[config.mk]
export PLATFORM = sky130hd
export DESIGN_NAME = sram_stream_reader
export DESIGN_NICKNAME = d
export VERILOG_FILES = /design/src/rtl/matmul_pkg.sv /design/src/rtl/sync_fifo.sv /design/src/rtl/sram_stream_reader.sv
export SDC_FILE = /design/constraint.sdc
export NUM_CORES = 1
export LEC_CHECK = 0
export CORE_UTILIZATION = 49
export DETAILED_ROUTE_END_ITERATION = 10
export PLACE_DENSITY = 0.76
export SLEW_MARGIN = 5
export SYNTH_ARGS = -nofsm -noshare
export SYNTH_HDL_FRONTEND = slang
export SYNTH_SLANG_ARGS = --single-unit
[constraint.sdc]
create_clock -name clk -period 2.6 [get_ports clk]
set_input_delay 0.26 -clock clk [delete_from_list [all_inputs] [get_ports clk]]
set_output_delay 0.26 -clock clk [all_outputs]
set_load 0.02 [all_outputs]
[src/rtl/matmul_pkg.sv]
`default_nettype none
// ============================================================================
//  Module   : matmul_pkg
//  Purpose  : Shared constants and FSM state type for the matrix SRAM blocks.
//  Revision : 1.0 - initial release
// ============================================================================
package matmul_pkg;

    localparam int MEM_DEPTH = 543;
    localparam int ADDR_W    = 10;
    localparam int DATA_W    = 8;

    typedef enum logic [1:0] {
        IDLE  = 2'd0,
        READ  = 2'd1,
        DRAIN = 2'd2,
        DONE  = 2'd3
    } state_e;

endpackage
`default_nettype wire

[src/rtl/sync_fifo.sv]
`default_nettype none
// ============================================================================
//  Module   : sync_fifo
//  Purpose  : Single-clock FIFO with occupancy count; resets to empty.
//  Revision : 1.0 - initial release
// ============================================================================
module sync_fifo #(
    parameter  int DEPTH = 3,
    parameter  int WIDTH = 9,
    localparam int CNT_W = $clog2(DEPTH + 1)
) (
    input  logic             clk,
    input  logic             rst,
    input  logic             push,
    input  logic [WIDTH-1:0] push_data,
    input  logic             pop,
    output logic [WIDTH-1:0] pop_data,
    output logic [CNT_W-1:0] count,
    output logic             empty,
    output logic             full
);

    localparam int PTR_W = (DEPTH > 1) ? $clog2(DEPTH) : 1;

    logic [WIDTH-1:0] mem_q [DEPTH];
    logic [WIDTH-1:0] mem_d [DEPTH];
    logic [PTR_W-1:0] wr_ptr_q, wr_ptr_d;
    logic [PTR_W-1:0] rd_ptr_q, rd_ptr_d;
    logic [CNT_W-1:0] count_q, count_d;
    logic             push_ok;
    logic             pop_ok;

    // Depth need not be a power of two, so pointers wrap explicitly.
    function automatic logic [PTR_W-1:0] ptr_inc(input logic [PTR_W-1:0] p);
        return (p == PTR_W'(DEPTH - 1)) ? '0 : p + 1'b1;
    endfunction

    always_comb begin
        empty    = (count_q == '0);
        full     = (count_q == CNT_W'(DEPTH));
        count    = count_q;
        pop_data = mem_q[rd_ptr_q];
        pop_ok   = pop && !empty;
        push_ok  = push && (!full || pop_ok);
    end

    always_comb begin
        mem_d    = mem_q;
        wr_ptr_d = wr_ptr_q;
        rd_ptr_d = rd_ptr_q;
        if (push_ok) begin
            mem_d[wr_ptr_q] = push_data;
            wr_ptr_d        = ptr_inc(wr_ptr_q);
        end
        if (pop_ok) begin
            rd_ptr_d = ptr_inc(rd_ptr_q);
        end
        count_d = count_q + CNT_W'(push_ok) - CNT_W'(pop_ok);
    end

    always_ff @(posedge clk) begin
        if (rst) begin
            wr_ptr_q <= '0;
            rd_ptr_q <= '0;
            count_q  <= '0;
        end else begin
            wr_ptr_q <= wr_ptr_d;
            rd_ptr_q <= rd_ptr_d;
            count_q  <= count_d;
        end
    end

    always_ff @(posedge clk) begin
        mem_q <= mem_d;
    end

endmodule
`default_nettype wire

[src/rtl/sram_stream_reader.sv]
`default_nettype none
// ============================================================================
//  Module   : sram_stream_reader
//  Purpose  : Streams a contiguous SRAM byte range out over valid/ready.
//  Revision : 1.0 - initial release
// ============================================================================
module sram_stream_reader #(
    parameter int ADDR_W     = matmul_pkg::ADDR_W,
    parameter int DATA_W     = matmul_pkg::DATA_W,
    parameter int MEM_DEPTH  = matmul_pkg::MEM_DEPTH,
    parameter int FIFO_DEPTH = 3
) (
    input  logic              clk,
    input  logic              rst,
    input  logic              start,
    input  logic [ADDR_W-1:0] base_addr,
    input  logic [ADDR_W-1:0] length,
    output logic              busy,
    output logic              done,
    output logic              err,
    output logic              sram_we,
    output logic [ADDR_W-1:0] sram_addr,
    input  logic [DATA_W-1:0] sram_dout,
    output logic              out_valid,
    output logic [DATA_W-1:0] out_data,
    output logic              out_last,
    input  logic              out_ready
);

    import matmul_pkg::*;

    localparam int              CNT_W   = $clog2(FIFO_DEPTH + 1);
    localparam logic [ADDR_W:0] DEPTH_X = (ADDR_W + 1)'(MEM_DEPTH);

    state_e            state_q, state_d;
    logic [ADDR_W-1:0] addr_q, addr_d;
    logic [ADDR_W-1:0] rem_q, rem_d;
    logic [ADDR_W-1:0] sram_addr_q, sram_addr_d;
    logic              inflight_q, inflight_d;
    logic              inflight_last_q, inflight_last_d;
    logic              err_q, err_d;
    logic              zero_done_q, zero_done_d;

    logic [DATA_W:0]   fifo_dout;
    logic [CNT_W-1:0]  fifo_count;
    logic              fifo_empty;
    logic              fifo_full;
    logic              fifo_pop;
    logic              pop_last;
    logic              room;
    logic              issue;
    logic [ADDR_W:0]   end_sum;
    logic              range_bad;

    sync_fifo #(
        .DEPTH (FIFO_DEPTH),
        .WIDTH (DATA_W + 1)
    ) u_fifo (
        .clk       (clk),
        .rst       (rst),
        .push      (inflight_q),
        .push_data ({inflight_last_q, sram_dout}),
        .pop       (fifo_pop),
        .pop_data  (fifo_dout),
        .count     (fifo_count),
        .empty     (fifo_empty),
        .full      (fifo_full)
    );

    // Issue depends only on occupancy, never on out_ready.
    assign room      = !fifo_full &&
                       (({1'b0, fifo_count} + (CNT_W + 1)'(inflight_q)) < (CNT_W + 1)'(FIFO_DEPTH));
    assign issue     = (state_q == READ) && (rem_q != '0) && room;
    assign fifo_pop  = !fifo_empty && out_ready;
    assign pop_last  = fifo_pop && fifo_dout[DATA_W];
    assign end_sum   = {1'b0, base_addr} + {1'b0, length};
    assign range_bad = (base_addr >= ADDR_W'(MEM_DEPTH)) || (end_sum > DEPTH_X);

    always_ff @(posedge clk) begin
        if (rst) begin
            state_q         <= IDLE;
            addr_q          <= '0;
            rem_q           <= '0;
            sram_addr_q     <= '0;
            inflight_q      <= 1'b0;
            inflight_last_q <= 1'b0;
            err_q           <= 1'b0;
            zero_done_q     <= 1'b0;
        end else begin
            state_q         <= state_d;
            addr_q          <= addr_d;
            rem_q           <= rem_d;
            sram_addr_q     <= sram_addr_d;
            inflight_q      <= inflight_d;
            inflight_last_q <= inflight_last_d;
            err_q           <= err_d;
            zero_done_q     <= zero_done_d;
        end
    end

    always_comb begin
        state_d         = state_q;
        addr_d          = addr_q;
        rem_d           = rem_q;
        sram_addr_d     = sram_addr_q;
        inflight_d      = 1'b0;
        inflight_last_d = 1'b0;
        err_d           = 1'b0;
        zero_done_d     = 1'b0;

        if (issue) begin
            sram_addr_d     = addr_q;
            inflight_d      = 1'b1;
            inflight_last_d = (rem_q == ADDR_W'(1));
            addr_d          = addr_q + 1'b1;
            rem_d           = rem_q - 1'b1;
        end

        case (state_q)
            IDLE: begin
                if (start) begin
                    if (range_bad) begin
                        err_d = 1'b1;
                    end else if (length == '0) begin
                        zero_done_d = 1'b1;
                    end else begin
                        addr_d  = base_addr;
                        rem_d   = length;
                        state_d = READ;
                    end
                end
            end
            // The final byte can handshake while still in READ.
            READ: begin
                if (pop_last) begin
                    state_d = DONE;
                end else if ((rem_q == '0) && !inflight_q) begin
                    state_d = DRAIN;
                end
            end
            DRAIN: begin
                if (pop_last) begin
                    state_d = DONE;
                end
            end
            DONE: begin
                state_d = IDLE;
            end
            default: begin
                state_d = IDLE;
            end
        endcase
    end

    always_comb begin
        busy      = (state_q == READ) || (state_q == DRAIN);
        done      = zero_done_q || (state_q == DONE);
        err       = err_q;
        sram_we   = 1'b0;
        sram_addr = issue ? addr_q : sram_addr_q;
        out_valid = !fifo_empty;
        out_data  = fifo_empty ? '0 : fifo_dout[DATA_W-1:0];
        out_last  = !fifo_empty && fifo_dout[DATA_W];
    end

endmodule
`default_nettype wire

==> impl_metrics.yaml <==
cts:
  cts_tree: "yes"
  cts_root_buffer: "clkbuf_8"
  cts_sinks: 69
  cts.path.max_buffers: 2
  clk_latency_ns: 0.35
  htreeDepth: 3
  hold_buffers: 0
  clkTransAtPathRegs_ns: 0.08
  numCtsBuffers: 9
power_and_ir_drop:
  netSwitchingFraction_pct: 37.0
  report.power.total_mw: 4.15
  powerDensity_nw_per_um2: 822
  power.leakage_nw: 2.01
  internal_power_mw: 2.61
  power_frac_comb_pct: 41.6
  switchingPower_mw: 1.54
  pwr-share-clk_pct: 23.6
  peakVddDrop_mv: 0.403
  p_seq_share_pct: 34.9
global_routing:
  antenna_found_initial: 0
  grt_pass1_vias: 3275
  grt_max_degree: 25
  grt_use_total_pct: 24.8
  grt_pass1_wl_um: 14700
  overflow: 0
status:
  status: "complete, no violations"
drt:
  viasPerCell: 5.53
  top_layer_used: "met4"
  dr.pass1.iters: 5
  via_count: 3293
  wl_met2_um: 4960
  dr_wl_met3_um: 415
  detail_route.drc_violations: 0
  drtAntennaViolNets: 0
  wl_per_cell_um: 15.7
  routed_wl_um: 9350
  m1WireLength_um: 3710
  drt_iter0_drc: 149
critical_path:
  worstPathMaxFanout: 15
  cp_data_required_time_ns: 2.82
  cp-start-kind: "primary input"
  crit_arrival_ns: 2.75
  worst-setup-path-type: "primary input to register"
  cp-end-kind: "register"
place:
  io_buffers: 54
  dpl_worst_slack_ns: -0.519
  place_congestion: 0.877
  hpwl_um: 6460
layout:
  drive_above_1_share_pct: 24.5
  diodes: 0
  num-nets-final: 547
  syn_to_final_growth_pct: 35.8
  final_common_cell: "buf_4"
  fill_cells: 581
  layout_common_cells: "buf_4 (50), nand2_1 (45), nor2_1 (42)"
timing:
  setup_tns_ns: 0
  clock.fmax_mhz: 395
  min_period_ns: 2.53
  worstMarginPinSlew_ns: 0.514
  clock_skew_ns: 0.00971
  whs_ns: 0.371
  hold_violations: 0
  setup_ws_ns: 0.0702
  setup_viol: 0
  max_slew_margin_pct: 65.4
  slew_violations: 0
  period_share_pct: 97.3
yosys:
  ys_seq_area_share_pct: 44.5
  ys_warn_count: 0
  synth_nets: 446
  synth-seq-cells: 69
  synthArstFlopShare_pct: 0
  synth_edf_count: 27
  synth_ff_type: "dfxtp_1"
  syn_area_um2: 3710
  synthesis.instances: 391
  ys_types: 51
  syn_area_per_cell_um2: 9.50
floorplan:
  die_area_um2: 7930
  die_x_um: 89.1
  ios: 56
  fp-row-count: 31
  core_um2: 7290
  die_h_um: 89.1
  initial_core_util_pct: 50.9
run:
  max_cap_viol_count: 0
hold_path:
  hp-class: "primary input to register"
path summary, 6_finish.rpt:
kind,startpoint,to,slack (ns),cells after the start
worst max-delay path,length[1],addr_q[7],0.07,11
worst min-delay path,length[1],rem_q[1],0.37,4
worst max register to register,rem_q[2],state_q[0],0.12,7
worst min register to register,inflight_last_q,u_fifo.mem_q[17],0.46,0
critical path: stages:
cell and delay [ns]:
clkbuf_2 0.12, ha_1 0.31, a211oi_2 0.29, o211ai_1 0.22, a2111o_1 0.47, o211ai_1 0.18, o21ai_2 0.14, buf_4 0.16
buf_6 0.15, nor4_1 0.36, a211oi_1 0.09
metal layers:
| metal | global-route usage, % | vias to the layer above |
|---|---|---|
| met5 | 0 | - |
| met4 | 11.0 | 0 |
| met3 | 7.02 | 28 |
| met2 | 46.2 | 91 |
| met1 | 26.1 | 1559 |
| li1 | - | 1615 |
final cells by class:
type | instances | area (um^2) | share of cell area, %
multi-input cells | 292 | 2130 | 42.2
flip-flops and latches | 69 | 1650 | 32.8
repair buffers | 106 | 866 | 17.2
clock buffers | 9 | 124 | 2.45
well taps | 99 | 124 | 2.45
clock inverters | 7 | 97.6 | 1.93
inverters | 14 | 52.6 | 1.04
state kept, by name, summed over array words and instances, names as in the netlist, 2 cells and up:
name             flops
u_fifo.wr_ptr_q      2
state_q              2
u_fifo.rd_ptr_q      2
u_fifo.count         2
rem_q               10
u_fifo.mem_q        27
sram_addr_q         10
addr_q              10
power groups by stage:
| stage | logic (mW) | clock network (mW) | registers, mW |
|---|---|---|---|
| global placement | 1.58 | 0 | 1.45 |
| floorplan | 1.07 | 0 | 1.42 |
| CTS | 1.69 | 0.985 | 1.44 |
| detailed placement | 1.63 | 0 | 1.46 |
| global route | 1.91 | 1.03 | 1.46 |
| finish | 1.72 | 0.977 | 1.45 |
kinds of logic after synthesis:
| kind of cell | after synthesis | synth area share (%) |
|---|---|---|
| adders and majority gates | 23 | 7.95 |
| other | 1 | 0.101 |
| xor gates and xnor gates | 20 | 4.72 |
| DFF | 69 | 44.5 |
| and+or+nand+nor | 167 | 22.4 |
| buffers and inverters | 32 | 3.74 |
| AOI/OAI and AO/OA | 64 | 12.6 |
| muxes | 15 | 4.11 |
per-stage QoR:
step                      util (%)  instances  cell area, um^2
after global routing          69.2        596             5050
after global placement        64.3        575             4690
final                         69.2        596             5050
after detailed placement      64.3        575             4690
after CTS                     68.9        596             5020
after floorplan                  -        391             3730
cells in the mapped netlist (3+ instances only):
cell type / number / area share [%]
nor2b_1: 13 / 2.2
nor3_1: 6 / 0.81
nand3_1: 9 / 1.2
nor2_1: 43 / 4.3
a21oi_1: 19 / 2.6
xnor2_1: 8 / 1.9
dfxtp_1: 42 / 23
inv_1: 14 / 1.4
o21ai_0: 4 / 0.54
nand2b_1: 5 / 0.84
mux2i_1: 13 / 3.5
a211oi_1: 16 / 3.2
a22o_1: 4 / 0.94
nand4_1: 3 / 0.51
edfxtp_1: 27 / 22
xor2_1: 12 / 2.8
nand2_1: 46 / 4.6
nor4_1: 21 / 3.5
buf_1: 6 / 0.61
and3_1: 5 / 0.84
ha_1: 22 / 7.4
o211ai_1: 5 / 1.0
or2_2: 3 / 0.51
clkbuf_1: 9 / 0.91
repair_timing:
action,4_1_cts,5_1_grt
endpoints found under the setup margin,33,36
buffers inserted,3,2
endpoints found under the hold margin,0,0
pin swaps,16,17
resized for setup,45,46
gates cloned,2,0
No activity file was read; power rests on OpenSTA's default activity.
